--- config.mk ---
export PLATFORM = sky130hd
export DESIGN_NAME = enclave_cmd_seq
export DESIGN_NICKNAME = d
export VERILOG_FILES = /design/src/rtl/enclave_cmd_seq.sv
export SDC_FILE = /design/constraint.sdc
export NUM_CORES = 1
export LEC_CHECK = 0
export CORE_MARGIN = 1
export CORE_UTILIZATION = 45
export CTS_CLUSTER_DIAMETER = 30
export DETAILED_ROUTE_END_ITERATION = 8
export HOLD_SLACK_MARGIN = 0.03
export PLACE_DENSITY = 0.58
export SLEW_MARGIN = 20
export SYNTH_ARGS = -nofsm -noshare
export SYNTH_HDL_FRONTEND = slang
export SYNTH_SLANG_ARGS = --single-unit
--- constraint.sdc ---
create_clock -name wb_clk_i -period 10.3 [get_ports wb_clk_i]
set_input_delay 1.03 -clock wb_clk_i [delete_from_list [all_inputs] [get_ports wb_clk_i]]
set_output_delay 1.03 -clock wb_clk_i [all_outputs]
set_load 0.05 [all_outputs]
--- src/rtl/enclave_cmd_seq.sv ---
// Command sequencer: an opcode beat loads N operand words, then folds them with ADD/XOR/RXOR.
// Optional build macro ENCLAVE_CMD_SEQ_CHECK_EN enables command validation and the sticky err flag.
module enclave_cmd_seq #(
    parameter int MAX_WORDS = 8
) (
    input  logic        wb_clk_i,
    input  logic        wb_rst_i,
    input  logic        input_ready,
    input  logic        config_en,
    input  logic [31:0] wishbone_data,
    output logic        output_ready,
    output logic [31:0] wishbone_output,
    output logic        busy,
    output logic        err
);

    localparam int AW = $clog2(MAX_WORDS);
    localparam int CW = AW + 1;

    typedef enum logic [1:0] {IDLE, LOAD, EXEC, DONE} state_e;

    state_e          state_q, state_d;
    logic            ir_q;
    logic            pend_q, pend_cfg_q;
    logic [CW-1:0]   cnt_q, cnt_d;
    logic [CW-1:0]   n_q, n_d;
    logic [7:0]      op_q, op_d;
    logic [31:0]     acc_q, acc_d;
    logic [31:0]     out_q, out_d;
    logic            rdy_q, rdy_d;
    logic            err_q, err_d;
    logic            buf_we;
    logic [31:0]     buf_q [MAX_WORDS];

    logic            beat;
    logic [7:0]      op_in;
    logic [3:0]      n_in;
    logic [CW-1:0]   n_eff;
    logic            cmd_bad;
    logic            unused_data;

    assign beat  = input_ready & ~ir_q;
    assign op_in = wishbone_data[7:0];
    assign n_in  = wishbone_data[11:8];
    assign unused_data = &{1'b0, wishbone_data[31:12]};

`ifdef ENCLAVE_CMD_SEQ_CHECK_EN
    assign cmd_bad = (n_in == 4'd0) || (int'(n_in) > MAX_WORDS)
                     || !(op_in inside {8'h01, 8'h02, 8'h03});
    assign n_eff   = CW'(n_in);
`else
    logic [CW-1:0] n_mod;
    // Out-of-range counts wrap modulo MAX_WORDS, with zero meaning a full buffer.
    assign n_mod   = CW'(n_in) & CW'(MAX_WORDS - 1);
    assign n_eff   = (n_mod == '0) ? CW'(MAX_WORDS) : n_mod;
    assign cmd_bad = 1'b0;
`endif

    function automatic logic [31:0] alu(input logic [7:0] op, input logic [31:0] a,
                                        input logic [31:0] w);
        case (op)
            8'h01:   return a + w;
            8'h03:   return {a[30:0], a[31]} ^ w;
            default: return a ^ w;
        endcase
    endfunction

    // NOTE: every output of this block is given a default first so no path leaves it unassigned (no latches).
    always_comb begin
        state_d = state_q;
        cnt_d   = cnt_q;
        n_d     = n_q;
        op_d    = op_q;
        acc_d   = acc_q;
        out_d   = out_q;
        rdy_d   = 1'b0;
        err_d   = err_q;
        buf_we  = 1'b0;
        case (state_q)
            IDLE, LOAD: begin
                if (pend_q) begin
                    if (pend_cfg_q) begin
                        cnt_d = '0;
                        if (cmd_bad) begin
                            err_d   = 1'b1;
                            rdy_d   = 1'b1;
                            out_d   = 32'hDEAD_0000 | {20'h0, wishbone_data[11:0]};
                            state_d = IDLE;
                        end else begin
                            n_d     = n_eff;
                            op_d    = op_in;
                            state_d = LOAD;
                        end
                    end else if (state_q == LOAD) begin
                        buf_we = 1'b1;
                        cnt_d  = cnt_q + 1'b1;
                        if (cnt_q + 1'b1 == n_q) begin
                            cnt_d   = '0;
                            acc_d   = '0;
                            state_d = EXEC;
                        end
                    end
                end
            end
            EXEC: begin
                acc_d = alu(op_q, acc_q, buf_q[cnt_q[AW-1:0]]);
                cnt_d = cnt_q + 1'b1;
                if (cnt_q == n_q - 1'b1) begin
                    cnt_d   = '0;
                    out_d   = acc_d;
                    rdy_d   = 1'b1;
                    state_d = DONE;
                end
            end
            DONE: state_d = IDLE;
            default: state_d = IDLE;
        endcase
    end

    // NOTE: sequential state uses non-blocking assignments so every register samples pre-edge values.
    always_ff @(posedge wb_clk_i or posedge wb_rst_i) begin
        if (wb_rst_i) begin
            state_q    <= IDLE;
            ir_q       <= 1'b0;
            pend_q     <= 1'b0;
            pend_cfg_q <= 1'b0;
            cnt_q      <= '0;
            n_q        <= '0;
            op_q       <= '0;
            acc_q      <= '0;
            out_q      <= '0;
            rdy_q      <= 1'b0;
            err_q      <= 1'b0;
        end else begin
            state_q    <= state_d;
            ir_q       <= input_ready;
            // Beats arriving in EXEC or DONE are dropped here rather than queued.
            pend_q     <= beat & ((state_q == IDLE) || (state_q == LOAD));
            pend_cfg_q <= config_en;
            cnt_q      <= cnt_d;
            n_q        <= n_d;
            op_q       <= op_d;
            acc_q      <= acc_d;
            out_q      <= out_d;
            rdy_q      <= rdy_d;
            err_q      <= err_d;
        end
    end

    // NOTE: the operand buffer has no reset; it is always written before it is read.
    always_ff @(posedge wb_clk_i) begin
        if (buf_we) begin
            buf_q[cnt_q[AW-1:0]] <= wishbone_data;
        end
    end

    assign output_ready    = rdy_q;
    assign wishbone_output = out_q;
    assign busy            = (state_q != IDLE);
    assign err             = err_q;

endmodule

==> results.yml <==
synthesis:
  synthCells: 1229
  async_flop_share_pct: 25.1
  ys_seq_area_share_pct: 60.3
  synth_cell_types: 86
  synth.avg_cell_area_um2: 13.3
  synth_warnings: 0
  synth_ff_type: "edfxtp_1"
  synth_fp_nets: 1299
  synth_edf_count: 256
  syn_area_um2: 16300
  synth_seq_cells: 342
worst_setup_path:
  r2r_end: "acc_q[29]"
  worstSetupPathType: "flip-flop to flip-flop"
  start_kind: "flip-flop"
  slowest_stage: "dfrtp_2"
  critPathMaxFanout: 46
  rrSetupSlack_ns: 5.00
  cp_data_arrival_time_ns: 5.84
  r2r-start: "cnt_q[1]"
  ff2ff_path_depth: 13
  path_delay_family: "multiplexers"
  path_cells: "buf_4, mux4_2, mux2i_1, inv_1, ha_1, nand3_1, or3_1, a31oi_1, a311o_1, nand3_1, a221oi_2, mux2i_1, a22o_1"
  crit_path_end_kind: "flip-flop"
  crit_buf_inv: 2
  max_stage_delay_ns: 0.74
  cp.required_ns: 10.83
worst_hold_path:
  min_delay_path_depth: 1
  min-delay-start: "ir_q"
  min_path_type: "flip-flop to flip-flop"
  worstHoldEndpoint: "pend_q"
global_route:
  antenna_found_initial: 0
  gr-usage-met2_pct: 39.7
  overflow: 0
  top_usage_layer: "met2"
  grt_pass1_wl_mm: 67.6
  grt_pass1_vias: 11100
  use_met1_pct: 33.3
  grt_util_met3_pct: 4.55
  grtUsageTotal_pct: 24.7
  grt_max_degree: 53
power:
  p_per_area_nw_per_um2: 318
  seq_power_share_pct: 27.1
  p_leak_uw: 0.00770
  vdd_ir_drop_max_uv: 163
  p_comb_share_pct: 32.2
  swShare_pct: 34.5
  power.switching_uw: 2240
  pwr-share-clk_pct: 40.7
  p_int_uw: 4250
place:
  dp.cells: 1717
  hpwl_mm: 28.1
  gp_congestion: 0.944
  port_buffers: 69
run_status:
  status: "finished, violations left"
  violations: "design-rule violations"
sta:
  finalSetupViolCount: 0
  slew_viol_final: 0
  finalSetupTns_ns: 0
  fin_crit_ns: 5.30
  hold_viol: 0
  tightest_slew_ns: 1.04
  fmax_mhz: 189
  fin_crit_sh_pct: 51.5
  relSlewSlack_pct: 30.5
  clock_skew_ns: 0.0289
  rsz0062_at_grt: "no"
layout:
  diodes: 0
  area_delta_synth_final_pct: 24.9
  drive_gt1_share_pct: 18.7
  finalNetCount: 1410
  fill_cells: 2871
  fin_cells: 1869
drt:
  post_drt_wl_per_cell_um: 23.6
  final_antenna_net_count: 0
  first_pass_iters: 7
  drt-initial-drc-count: 826
  viasPerCell: 5.83
  dr_total_vias: 10900
  drc: 12
  routed_wl_mm: 44.0
die:
  fp.dieH_um: 193
  boundaryPins: 71
  start_util_pct: 45.8
  core_um2: 35700
  die-area_um2: 37100
  dieWidth_um: 193
  rows: 69
clock_tree:
  cts-root-buf: "clkbuf_16"
  postCtsResizedCells: 0
  clockBufferDepth: 3
  htreeDepth: 3
  cts_num_sinks: 342
  hold_buffers: 0
  cts_setup_buffers: 0
  cts_buffers: 82
  insertion_delay_ns: 0.60
  cts_tree: "yes"
  clk_pin_slew_worst_paths_ns: 0.04
run:
  max_cap_viol_count: 0
==> final cells by class <==
type | count | area [um^2] | area share (%)
well taps | 461 | 577 | 2.83
repair buffers | 91 | 856 | 4.20
clock inverters | 53 | 638 | 3.13
clock buffers | 99 | 2260 | 11.1
multi-input cells | 787 | 6090 | 29.8
inverters | 36 | 138 | 0.675
flip-flops and latches | 342 | 9840 | 48.3
==> worst reg2reg max path, cell delays in order, from the launching register on <==
cell,delay (ns)
dfrtp_2,0.74
buf_4,0.65
mux4_2,0.64
mux2i_1,0.62
inv_1,0.11
ha_1,0.45
nand3_1,0.11
or3_1,0.37
a31oi_1,0.17
a311o_1,0.31
nand3_1,0.17
a221oi_2,0.42
mux2i_1,0.31
a22o_1,0.17
==> sequential cells by signal, summed over array words and instances, names as in the netlist, 2 cells and up <==
| signal | flops |
|---|---|
| cnt_q | 4 |
| op_q | 8 |
| wishbone_output | 32 |
| n_q | 4 |
| buf_q | 256 |
| acc_q | 32 |
| state_q | 2 |
==> worst max-delay path by stage <==
| stage | startpoint | endpoint | slack, ns | cells after the start |
|---|---|---|---|---|
| 2_1_floorplan | cnt_q[0] | wishbone_output[17] | 6.51 | 18 |
| 3_3_place_gp | cnt_q[1] | wishbone_output[26] | 5.07 | 14 |
| 3_5_place_dp | cnt_q[1] | wishbone_output[26] | 4.99 | 14 |
| 4_1_cts | cnt_q[1] | wishbone_output[26] | 4.97 | 14 |
| 5_1_grt | cnt_q[2] | acc_q[31] | 4.63 | 13 |
| 6_report | cnt_q[1] | acc_q[29] | 5.00 | 13 |
==> power groups by stage <==
stage          registers (uW)  clock network (uW)  logic [uW]
4_1_cts                  1760                2670        2080
5_1_grt                  1780                2740        2280
6_report                 1760                2640        2090
2_1_floorplan            1740                   0        1550
3_5_place_dp             1780                   0        2070
3_3_place_gp             1780                   0        2070
==> cells in the final DEF, fill, tap and decap left out, drive strengths merged, types with 39 or more instances in the layout <==
cell type / synthesis / routed
xor2: 40 / 40
clkdlybuf4s50: 0 / 69
mux2i: 49 / 49
inv: 35 / 39
o21ai: 59 / 59
nor2: 71 / 71
clkbuf: 23 / 99
edfxtp: 256 / 256
xnor2: 42 / 42
mux2: 39 / 39
nand2: 95 / 95
a21oi: 57 / 57
dfrtp: 86 / 86
==> cell usage after synthesis (all sizes together), types with 3 or more instances <==
cell,instances,share of area [%]
inv,35,0.80
xor2,40,2.1
a22oi,12,0.55
nand3,12,0.37
a31oi,9,0.34
xnor2,42,2.3
o21ai,59,1.8
a211oi,6,0.28
ha,33,2.5
a31o,4,0.21
nand2b,4,0.15
nor4,6,0.23
mux2i,49,3.0
o21bai,6,0.28
a221o,9,0.55
a21o,15,0.69
a21oi,57,1.8
o2bb2ai,7,0.38
nand4,10,0.38
o22ai,13,0.50
nor2,71,1.6
nor3,21,0.70
mux4,28,3.9
or4,3,0.16
mux2,39,2.7
o311ai,5,0.27
clkbuf,23,0.53
dfrtp,86,13
o211ai,8,0.37
nand2,95,2.2
o21a,4,0.18
a221oi,27,1.6
or2,3,0.11
buf,41,1.5
edfxtp,256,47
a22o,17,0.91
o31ai,7,0.41
nor2b,7,0.27
nor3b,3,0.14
and3,12,0.46
or3,7,0.27
and2,4,0.15
==> routing by layer <==
metal	vias to the layer above	routed length, um	share of wire (%)
met5	-	0	0
li1	4980	-	-
met1	5485	19700	45
met4	0	1360	3.1
met2	332	20900	48
met3	92	2060	4.7
==> metrics by stage <==
step | worst slack, ns | cell area [um^2] | hold WS (ns) | total power (uW) | util, %
global placement | 5.07 | 17500 | 0.394 | 3850 | 49.1
detailed placement | 4.99 | 17500 | 0.390 | 3860 | 49.1
finish | 5.00 | 20400 | 0.396 | 6490 | 57.2
global route | 4.63 | 20400 | 0.405 | 6810 | 57.2
CTS | 4.97 | 20400 | 0.388 | 6520 | 57.2
floorplan | 6.51 | 16300 | 0.382 | 3290 | -
==> kinds of logic after synthesis <==
| family | count (synthesis) | synth area share (%) |
|---|---|---|
| xor+xnor | 82 | 4.40 |
| flops | 342 | 60.3 |
| mux | 116 | 9.62 |
| other cells | 1 | 0.0230 |
| simple gates | 266 | 7.79 |
| buf+inv | 100 | 2.87 |
| fa+ha+maj | 34 | 2.65 |
| compound gates | 288 | 12.4 |
Note: power is estimated with default switching activity, not from simulation.
